--- config.mk ---
export PLATFORM = sky130hd
export DESIGN_NAME = div_top
export DESIGN_NICKNAME = d
export VERILOG_FILES = /design/src/rtl/div_top.sv
export SDC_FILE = /design/constraint.sdc
export NUM_CORES = 1
export LEC_CHECK = 0
export ABC_AREA = 1
export BUFFER_PORTS_ARGS = -buffer_cell sky130_fd_sc_hd__buf_2
export CELL_PAD_IN_SITES_DETAIL_PLACEMENT = 0
export CELL_PAD_IN_SITES_GLOBAL_PLACEMENT = 2
export CORE_ASPECT_RATIO = 0.75
export CORE_MARGIN = 5
export CORE_UTILIZATION = 31
export CTS_CLUSTER_SIZE = 20
export DETAILED_ROUTE_END_ITERATION = 8
export PLACE_DENSITY_LB_ADDON = 0.1
export SLEW_MARGIN = 20
export SYNTH_ARGS = -nofsm -noshare
export SYNTH_HDL_FRONTEND = slang
export SYNTH_SLANG_ARGS = --single-unit
--- constraint.sdc ---
create_clock -name clk -period 2.2 [get_ports clk]
set_input_delay 0.55 -clock clk [delete_from_list [all_inputs] [get_ports clk]]
set_output_delay 0.55 -clock clk [all_outputs]
set_load 0.005 [all_outputs]
--- src/rtl/div_top.sv ---
// div_top: iterative restoring unsigned divider, one quotient bit per enabled clock
module div_top #(
  parameter int WIDTH = 32
) (
  input  logic             clk,
  input  logic             reset,
  input  logic             clk_en,
  input  logic             start,
  input  logic [WIDTH-1:0] dataa,
  input  logic [WIDTH-1:0] datab,
  input  logic             n,
  output logic             done,
  output logic [WIDTH-1:0] result
);
  localparam int CW = $clog2(WIDTH + 1);
  typedef enum logic {IDLE, RUN} state_t;
  state_t state;
  logic [CW-1:0] cnt;
  logic [WIDTH-1:0] a, b, r, a_nxt, r_nxt;
  logic [WIDTH:0] trial;
  logic sel, fit;
  always_comb begin
    trial = {r, a[WIDTH-1]};
    fit = trial >= {1'b0, b};
    r_nxt = fit ? WIDTH'(trial - {1'b0, b}) : trial[WIDTH-1:0];
    a_nxt = {a[WIDTH-2:0], fit};
  end
  always_ff @(posedge clk) begin
    if (reset) begin
      state <= IDLE;
      cnt <= '0;
      a <= '0;
      b <= '0;
      r <= '0;
      sel <= 1'b0;
      done <= 1'b0;
      result <= '0;
    end else if (clk_en) begin
      done <= 1'b0;
      if (state == IDLE) begin
        if (start) begin
          a <= dataa;
          b <= datab;
          sel <= n;
          r <= '0;
          cnt <= '0;
          state <= RUN;
        end
      end else begin
        a <= a_nxt;
        r <= r_nxt;
        cnt <= cnt + CW'(1);
        if (cnt == CW'(WIDTH - 1)) begin
          state <= IDLE;
          done <= 1'b1;
          result <= sel ? r_nxt : a_nxt;
        end
      end
    end
  end
endmodule

Word level (Yosys, flattened, before mapping)
Index checks and enable logic that the tools add are counted.
{"block": "word_totals", "ff_bits": 137, "out_inout_bits": 33, "wordCells": 30}
{"block": "classes", "add_sub_neg": 2, "magnitude_cmp": 1, "n_eq_ne": 1, "mux": 13, "n_bitwise": 1, "reduce_logical": 4}
{"op": "$mux 32", "n": 6}
{"op": "$ge 33x32->1", "n": 1}
{"op": "$sub 32x32->32", "n": 1}
{"op": "$mux 6", "n": 2}
{"op": "$add 6x1->6 const B", "n": 1}
{"op": "$eq 6x5->1 const B", "n": 1}
{"op": "$reduce_and 3->1", "n": 2}
{"op": "$mux 1", "n": 5}
{"op": "$reduce_and 2->1", "n": 1}
{"op": "$reduce_bool 2->1", "n": 1}
{"op": "$not 1->1", "n": 1}

Logic depth before layout (Yosys ltp)
Gate-level depths: netlist of run 1.
{"block": "depth", "word_depth": 3, "ltp_mapped": 20}

Worst setup path after synthesis of run 1
Ideal clock, no wire load.
{"block": "synth_path", "kind": "register to register", "from": "register a[31]", "to": "register result[28]", "setup_time_ns": 0.112, "arrival_time_ns": 1.885, "path_slack_ns": 0.203, "path_stages_with_launch": 19, "n_path_buf": 0, "period_less_slack_ns": 1.997, "cell_sequence": "dfxtp_1 > inv_1 > ha_1 > inv_1 > fa_1 > nand3_1 > nand3_1 > nand2_1 > nand2_1 > nand2_1 > nand2_1 > nand2_1 > nand2_1 > nand2_1 > nand3_1 > nand2_1 > nand2_1 > nand2_1 > nand2_1"}
{"block": "synth_via", "elab_chain_len": 3}
{"element": "from (decl)", "line": "19", "text": "logic [WIDTH-1:0] a, b, r, a_nxt, r_nxt;"}
{"element": "from (signal assigned)", "line": "42", "text": "a <= dataa;"}
{"element": "from (signal assigned)", "line": "50", "text": "a <= a_nxt;"}
{"element": "$sub 32x32->32 / $ge 33x32->1 (equally long branches)", "line": "25, 24"}
{"element": "$mux 32 *", "line": "25", "text": "r_nxt = fit ? WIDTH'(trial - {1'b0, b}) : trial[WIDTH-1:0];"}
{"element": "$mux 32 *", "line": "56", "text": "result <= sel ? r_nxt : a_nxt;"}
{"element": "to (signal assigned)", "line": "56"}
{"element": "to (decl)", "line": "13", "text": "output logic [WIDTH-1:0] result"}
Every way passes the cells marked *; elsewhere a longest branch is shown, timed or not.
A chain may end at the register's enable or synchronous reset.

Worst setup path in the final report of run 1
{"block": "layout_path", "from": "register b[29]", "to": "register r[0]"}
{"block": "layout_via", "elab_chain_len": 3}
{"element": "from (decl)", "line": "19"}
{"element": "from (signal assigned)", "line": "43", "text": "b <= datab;"}
{"element": "$ge 33x32->1", "line": "24", "text": "fit = trial >= {1'b0, b};"}
{"element": "$mux 32", "line": "25"}
{"element": "$mux 32", "line": "40", "text": "if (state == IDLE) begin"}
{"element": "to (signal assigned)", "line": "51", "text": "r <= r_nxt;"}
{"element": "to (decl)", "line": "19"}
No other way between the ends.

==> results of run 1 <==
sequential cells by signal, indices dropped and copies added, names as in the netlist:
signal and cells:
a 32, b 32, cnt 6, done 1, r 32, result 32, sel 1, state 1
synth_stat cells:
library cell | number | share of area (%)
nand2_1 | 497 | 22
nand2_4 | 1 | 0.13
o21bai_1 | 1 | 0.088
buf_12 | 1 | 0.24
buf_6 | 3 | 0.40
nand3_2 | 1 | 0.12
inv_6 | 1 | 0.10
o21ai_0 | 110 | 6.5
a21oi_1 | 93 | 5.5
nor3_1 | 7 | 0.41
nor4_4 | 1 | 0.25
clkinv_1 | 2 | 0.088
inv_2 | 1 | 0.044
a211oi_1 | 1 | 0.088
nand3b_1 | 3 | 0.27
nor2_4 | 3 | 0.40
nor2_2 | 7 | 0.52
and2_1 | 4 | 0.29
inv_1 | 190 | 8.4
xor2_1 | 8 | 0.83
o21ai_1 | 7 | 0.41
a31oi_1 | 31 | 2.3
o211ai_1 | 3 | 0.27
dfxtp_1 | 137 | 32
nor3b_1 | 1 | 0.088
nand2_8 | 1 | 0.24
buf_1 | 3 | 0.13
buf_2 | 4 | 0.24
nand2_2 | 18 | 1.3
xnor2_1 | 7 | 0.72
and3_1 | 2 | 0.15
nand4_1 | 11 | 0.81
nor2_1 | 74 | 3.3
clkbuf_1 | 50 | 2.2
fa_1 | 1 | 0.24
nand3_1 | 65 | 3.8
ha_1 | 33 | 4.9
repair_timing:
action,4_1_cts,5_1_grt
buffers inserted,10,23
pin swaps,12,76
hold buffers,0,0
gates cloned,1,5
endpoints found under the setup margin,65,65
gates resized for setup,98,299
power by group through the flow:
stage,Sequential [mW],Clock (mW),Combinational (mW)
after floorplan,2.67,0,0.908
after global placement,2.69,0,1.68
after detailed placement,2.69,0,1.68
after CTS,2.64,3.00,1.81
after global routing,2.66,3.11,2.37
final,2.64,2.92,2.16
area by class of cell:
type | count | area, sq um
Clock buffer | 20 | 457
Clock inverter | 11 | 123
Fill cell | 2830 | 13900
Inverter | 194 | 754
Multi-Input combinational cell | 993 | 6200
Sequential cell | 137 | 2770
Tap cell | 351 | 439
Timing Repair Buffer | 312 | 2310
Timing Repair inverter | 1 | 11.3
through the flow:
stage	setup TNS (ns)	hold slack, ns
global route	-7.11	0.373
global placement	-10.73	0.437
floorplan	0	0.435
finish	-1.14	0.375
CTS	-0.356	0.357
detailed placement	-10.11	0.438
cells in the final DEF (no fill, tap or decap), drive strengths merged, types with 8 or more instances in the layout:
master / n
a21oi: 93
a31oi: 31
buf: 309
clkbuf: 23
dfxtp: 137
ha: 33
inv: 193
nand2: 519
nand3: 66
nand4: 11
nor2: 84
o21ai: 117
xor2: 8
final timing paths:
check                                 from    endpoint  slack (ns)  cells past startpoint
worst max-delay path                 b[29]        r[0]       -0.06                     12
worst min-delay path             dataa[13]       a[13]        0.38                      3
worst max register to register       b[29]        r[0]       -0.06                     12
worst min register to register  result[22]  result[22]        0.45                      2
worst register-to-register path, delay by kind of cell, from the launching register on:
family                   cells  cell delay [ns]
AO/OA/AOI/OAI                1             0.16
flip-flops                   1             0.32
adder cells (fa/ha/maj)      1             0.30
buffers and inverters        4             0.47
AND/OR/NAND/NOR              6             0.94
routing by layer:
metal,GRT usage (%),part of all wire [%],up-vias
met1,28.3,51,4280
met5,0,0,-
met4,5.60,1.7,0
met3,3.20,2.9,30
met2,30.6,44,122
li1,-,-,4921
kinds of logic (layout without fill, tap and decap cells):
family                     count (synthesis)  after routing
AOI/OAI and AO/OA                        246            246
adders and majority gates                 34             34
xor gates and xnor gates                  15             15
DFF                                      137            137
and+or+nand+nor                          696            698
buffers and inverters                    255            538
==> impl_metrics.py, run 1 <==
metrics = {
    "power_and_ir_drop": {
        "power-per-cell-area_mw_per_mm2": 591,
        "comb_power_share_pct": 28.0,
        "peakVddDrop_mv": 0.522,
        "power_mw": 7.72,
        "clockPowerShare_pct": 37.8,
        "p_sw_share_pct": 32.2,
        "p_leak_nw": 6.06,
        "internal_power_mw": 5.24,
        "p_sw_mw": 2.49,
        "seq_power_share_pct": 34.2,
    },
    "detailed_routing": {
        "detailroute.via_count": 9353,
        "drt-pass1-iter-count": 5,
        "drt-wirelength-per-cell_um": 15.8,
        "routed_wl_um": 31800,
        "drtAntennaViolNets": 0,
        "drtIter0Drc": 396,
        "vias_per_cell": 4.63,
        "drt_drc_violations_left": 0,
    },
    "critical_path": {
        "crit_chain": "inv_2, ha_4, nand2_2, buf_4, nor4_4, nand2_8, nand2_8, clkinv_16, clkbuf_16, nand2_4, nand3_2, a21oi_2",
        "timing.critical_path.arrival_ns": 2.63,
        "critPathMaxFanout": 6,
        "critPathSlowestCell": "nor4_4",
        "cp.buffers_inverters": 4,
        "worst_path_dominant_cell_family": "simple AND/OR/NAND/NOR gates",
        "critical_path_class": "flip-flop to flip-flop",
        "setup.worst_path.end_class": "flip-flop",
        "critPathRequiredTime_ns": 2.56,
        "crit_path_frequent_cell": "nand2_8",
        "timing.critical_path.slowest_cell_delay_ns": 0.42,
        "startpoint_type": "flip-flop",
    },
    "cts": {
        "tritoncts": "yes",
        "ctsLongestPathBuffers": 2,
        "clock_sink_count": 137,
        "cts_root_buf": "clkbuf_16",
        "number_of_clock_buffers_inserted_by_tritoncts": 17,
        "skew_pair_late_insertion_delay_ns": 0.44,
        "cts.htree.levels": 4,
        "path_clk_slew_ns": 0.06,
    },
    "grt": {
        "grt_pass1_vias": 8842,
        "wire_length_of_the_first_global_routing_pass_um": 48200,
        "globalRoute.totalOverflow": 0,
        "globalRouteTotalUtil_pct": 19.7,
        "number_of_antenna_violations_at_the_first_check_in_global_routing": 0,
        "grt_start_max_net_pins": 75,
    },
    "placement": {
        "numPortBuffers": 101,
        "hpwl_um": 23300,
        "globalplace.congestion": 0.885,
        "placed_cell_area_sq_mm": 0.0106,
        "pre_cts_ws_ns": -0.326,
        "place.detailed.instances": 1952,
    },
    "final_layout": {
        "layoutNonFillerInstCount": 2019,
        "antenna-diode-count": 0,
        "post_route_cells_drive_above_1_share_pct": 39.7,
        "final_cell_area_sq_mm": 0.0131,
        "area_growth_pct": 54.0,
        "layout.core_utilization_pct": 48.4,
        "finalNetCount": 1759,
    },
    "synthesis": {
        "syn_area_per_cell_sq_um": 6.14,
        "syn-cell-area_sq_mm": 0.00849,
        "synth_xor_area_share_pct": 1.55,
        "netlist-cell-type-count": 37,
        "synth_adder_area_share_pct": 5.10,
        "synth-simple-area-share_pct": 34.1,
        "warnings_from_yosys": 0,
        "syn_nets": 1486,
        "combinational_family_with_the_most_area_after_synthesis": "simple AND/OR/NAND/NOR gates",
        "syn_inst": 1383,
        "synth-seq-cells": 137,
        "post_synthesis_mux_area_share_pct": 0,
        "synth_compound_gate_area_share_pct": 15.1,
        "yosysSeqAreaShare_pct": 32.3,
    },
    "sta": {
        "post-route-worst-setup-slack_ns": -0.0650,
        "fin_skew_ns": 0.0112,
        "slew-limit-headroom_pct": 25.7,
        "worstMarginPinSlew_ns": 1.11,
        "post-route-min-period_ns": 2.26,
        "hold_viol": 0,
        "finalSetupViolCount": 36,
        "rsz0062_at_grt": "yes",
        "slew_violations": 0,
        "max_freq_ghz": 0.442,
        "final.period_utilization_pct": 103,
    },
    "die": {
        "initial_utilization_pct": 31.4,
        "floorplan.io_pins": 102,
        "floorplan.die_area_sq_mm": 0.0308,
        "core_region_area_sq_mm": 0.0270,
        "chipWidth_um": 201,
        "floorplan.rows": 52,
        "chipHeight_um": 153,
    },
    "worst_hold_path": {
        "timing.hold.worst.class": "input port to flip-flop",
    },
    "outcome": {
        "violated_checks": "setup timing",
        "outcome": "finished, violations left",
    },
    "job": {
        "max_cap_viols": 0,
    },
}
No activity file was read; power rests on OpenSTA's default activity.
==> run 2: changes to the inputs <==
--- a/config.mk
+++ b/config.mk
@@ -7,6 +7,7 @@
 export LEC_CHECK = 0
 export ABC_AREA = 1
 export BUFFER_PORTS_ARGS = -buffer_cell sky130_fd_sc_hd__buf_2
+export CAP_MARGIN = 30
 export CELL_PAD_IN_SITES_DETAIL_PLACEMENT = 0
 export CELL_PAD_IN_SITES_GLOBAL_PLACEMENT = 2
 export CORE_ASPECT_RATIO = 0.75
@@ -14,7 +15,7 @@
 export CORE_UTILIZATION = 31
 export CTS_CLUSTER_SIZE = 20
 export DETAILED_ROUTE_END_ITERATION = 8
-export PLACE_DENSITY_LB_ADDON = 0.1
+export PLACE_DENSITY = 0.91
 export SLEW_MARGIN = 20
 export SYNTH_ARGS = -nofsm -noshare
 export SYNTH_HDL_FRONTEND = slang
==> impl_metrics.py, run 2 (same netlist as run 1, synthesis figures left out) <==
metrics = {
    "cts": {
        "path_clk_slew_ns": 0.06,
        "skew_pair_late_insertion_delay_ns": 0.44,
        "tritoncts": "yes",
        "hold_fix_buffers_cts": 0,
        "ctsLongestPathBuffers": 2,
        "cts.htree.levels": 4,
        "clock_sink_count": 137,
        "number_of_clock_buffers_inserted_by_tritoncts": 17,
        "cts_root_buf": "clkbuf_16",
    },
    "sta": {
        "post-route-worst-setup-slack_ns": -0.0372,
        "hold_viol": 0,
        "slew-limit-headroom_pct": 25.1,
        "post-route-min-period_ns": 2.24,
        "setup_tns_ns": -0.188,
        "max_freq_ghz": 0.447,
        "rsz0062_at_grt": "yes",
        "final.period_utilization_pct": 102,
        "finalSetupViolCount": 14,
        "slew_violations": 0,
        "worstMarginPinSlew_ns": 1.12,
        "fin_skew_ns": 0.0111,
    },
    "power_and_ir_drop": {
        "peakVddDrop_mv": 0.566,
        "p_leak_nw": 5.95,
        "power-per-cell-area_mw_per_mm2": 602,
    },
    "die": {
        "floorplan.io_pins": 102,
        "core_region_area_sq_mm": 0.0270,
        "chipWidth_um": 201,
        "floorplan.rows": 52,
        "chipHeight_um": 153,
        "initial_utilization_pct": 31.4,
        "floorplan.die_area_sq_mm": 0.0308,
    },
    "grt": {
        "number_of_antenna_violations_at_the_first_check_in_global_routing": 0,
        "grt_start_max_net_pins": 47,
        "globalRoute.totalOverflow": 0,
        "grt_pass1_vias": 9163,
        "wire_length_of_the_first_global_routing_pass_um": 49100,
        "globalRouteTotalUtil_pct": 20.0,
    },
    "critical_path": {
        "startpoint_type": "flip-flop",
        "critPathMaxFanout": 8,
        "cp.buffers_inverters": 4,
        "critPathSlowestCell": "nor4_4",
        "timing.critical_path.slowest_cell_delay_ns": 0.40,
        "worst_path_dominant_cell_family": "simple AND/OR/NAND/NOR gates",
        "critical_path_class": "flip-flop to flip-flop",
        "critPathRequiredTime_ns": 2.53,
        "timing.critical_path.arrival_ns": 2.57,
        "setup.worst_path.end_class": "flip-flop",
        "crit_chain": "inv_2, ha_4, nand2_4, nor2_4, inv_2, nor4_4, nand2_8, nand2_8, buf_12, inv_16, nand2_2, nand2_4, o21ai_2, nand2_1",
    },
    "detailed_routing": {
        "vias_per_cell": 4.68,
        "detailroute.wirelength.met2_um": 14100,
        "drt_drc_violations_left": 0,
        "drt-wirelength-per-cell_um": 15.7,
        "top_signal_layer_used": "met4",
        "routed_wl_um": 31500,
        "drtIter0Drc": 649,
        "m1WireLength_um": 15900,
        "drtAntennaViolNets": 0,
        "drt-pass1-iter-count": 5,
        "wire_length_on_met3_um": 1160,
        "detailroute.via_count": 9384,
    },
    "outcome": {
        "outcome": "finished, violations left",
        "violated_checks": "setup timing",
    },
    "final_layout": {
        "finalNetCount": 1744,
        "post_route_cells_drive_above_1_share_pct": 38.0,
        "mostFrequentLayoutCell": "nand2_1",
        "layout.cells.most_common_list": "nand2_1 (402), buf_4 (181), inv_1 (159)",
        "antenna-diode-count": 0,
        "area_growth_pct": 48.5,
        "layout.core_utilization_pct": 46.7,
        "fill_cells": 2827,
    },
    "placement": {
        "hpwl_um": 23400,
        "numPortBuffers": 101,
        "globalplace.congestion": 0.897,
    },
    "worst_hold_path": {
        "timing.hold.worst.class": "input port to flip-flop",
    },
    "job": {
        "max_cap_viols": 0,
    },
}
[run 2: cell types whose count changed in the layout (fill, tap and decap cells not counted), moves of 4 or more]
cell / delta
nand2_2: -9
o21ai_0: +4
nand3_1: +15
inv_1: -7
inv_2: +7
nand2_4: -13
nand2_1: +21
buf_6: -7
nand3_4: -12
nor2_1: -6
nor2_2: +4
[run 2: path summary, 6_finish.rpt]
| kind | startpoint | end | slack [ns] | cells after the start |
|---|---|---|---|---|
| hold reg to reg | result[4] | result[4] | 0.45 | 2 |
| hold / removal | dataa[23] | a[23] | 0.38 | 3 |
| setup / recovery | b[28] | result[4] | -0.04 | 14 |
| setup reg to reg | b[28] | result[4] | -0.04 | 14 |
[run 2: metal layers]
layer  global-route usage (%)  vias to the layer above
li1                         -                     4893
met1                     28.4                     4292
met2                     32.0                      169
met3                     3.56                       30
met4                     3.90                        0
met5                        0                        -
[run 2: worst reg2reg max path: stages (launching register included)]
cell	delay, ns
dfxtp_2	0.32
inv_2	0.05
ha_4	0.30
nand2_4	0.06
nor2_4	0.12
inv_2	0.07
nor4_4	0.40
nand2_8	0.13
nand2_8	0.18
buf_12	0.15
inv_16	0.04
nand2_2	0.07
nand2_4	0.06
o21ai_2	0.10
nand2_1	0.07
[run 2: timing repair]
action                                 4_1_cts  5_1_grt
gates resized for setup                    132      207
setup endpoints to repair                   65       65
buffers inserted                            10       10
cloned                                       4        0
endpoints found under the hold margin        0        0
pin swaps                                   41       87
[run 2: final cells by class]
| type | count | area [sq um] | area share [%] |
|---|---|---|---|
| clock buffers | 19 | 443 | 3.51 |
| clock inverters | 12 | 128 | 1.01 |
| inverters | 194 | 744 | 5.91 |
| multi-input cells | 993 | 5970 | 47.4 |
| flip-flops and latches | 137 | 2780 | 22.1 |
| well taps | 351 | 439 | 3.48 |
| repair buffers | 296 | 2070 | 16.5 |
| repair inverters | 2 | 25.0 | 0.199 |
[run 2: report_power, final]
group,switching [mW],internal [mW],leakage [nW]
registers,0.0611,2.58,1.13
clock network,1.19,1.69,0.282
logic,1.19,0.873,4.53
total,2.44,5.14,5.95
[run 2: metrics by stage]
step	power, mW	cells	instance area, sq um	hold WS [ns]	worst slack (ns)
after floorplan	3.58	1383	8490	0.435	0.203
after global routing	7.96	2004	12600	0.365	-0.123
after global placement	4.31	1950	10500	0.435	-0.246
after detailed placement	4.31	1950	10500	0.436	-0.294
final	7.58	2004	12600	0.376	-0.0372
after CTS	7.40	1995	11900	0.358	-0.00965
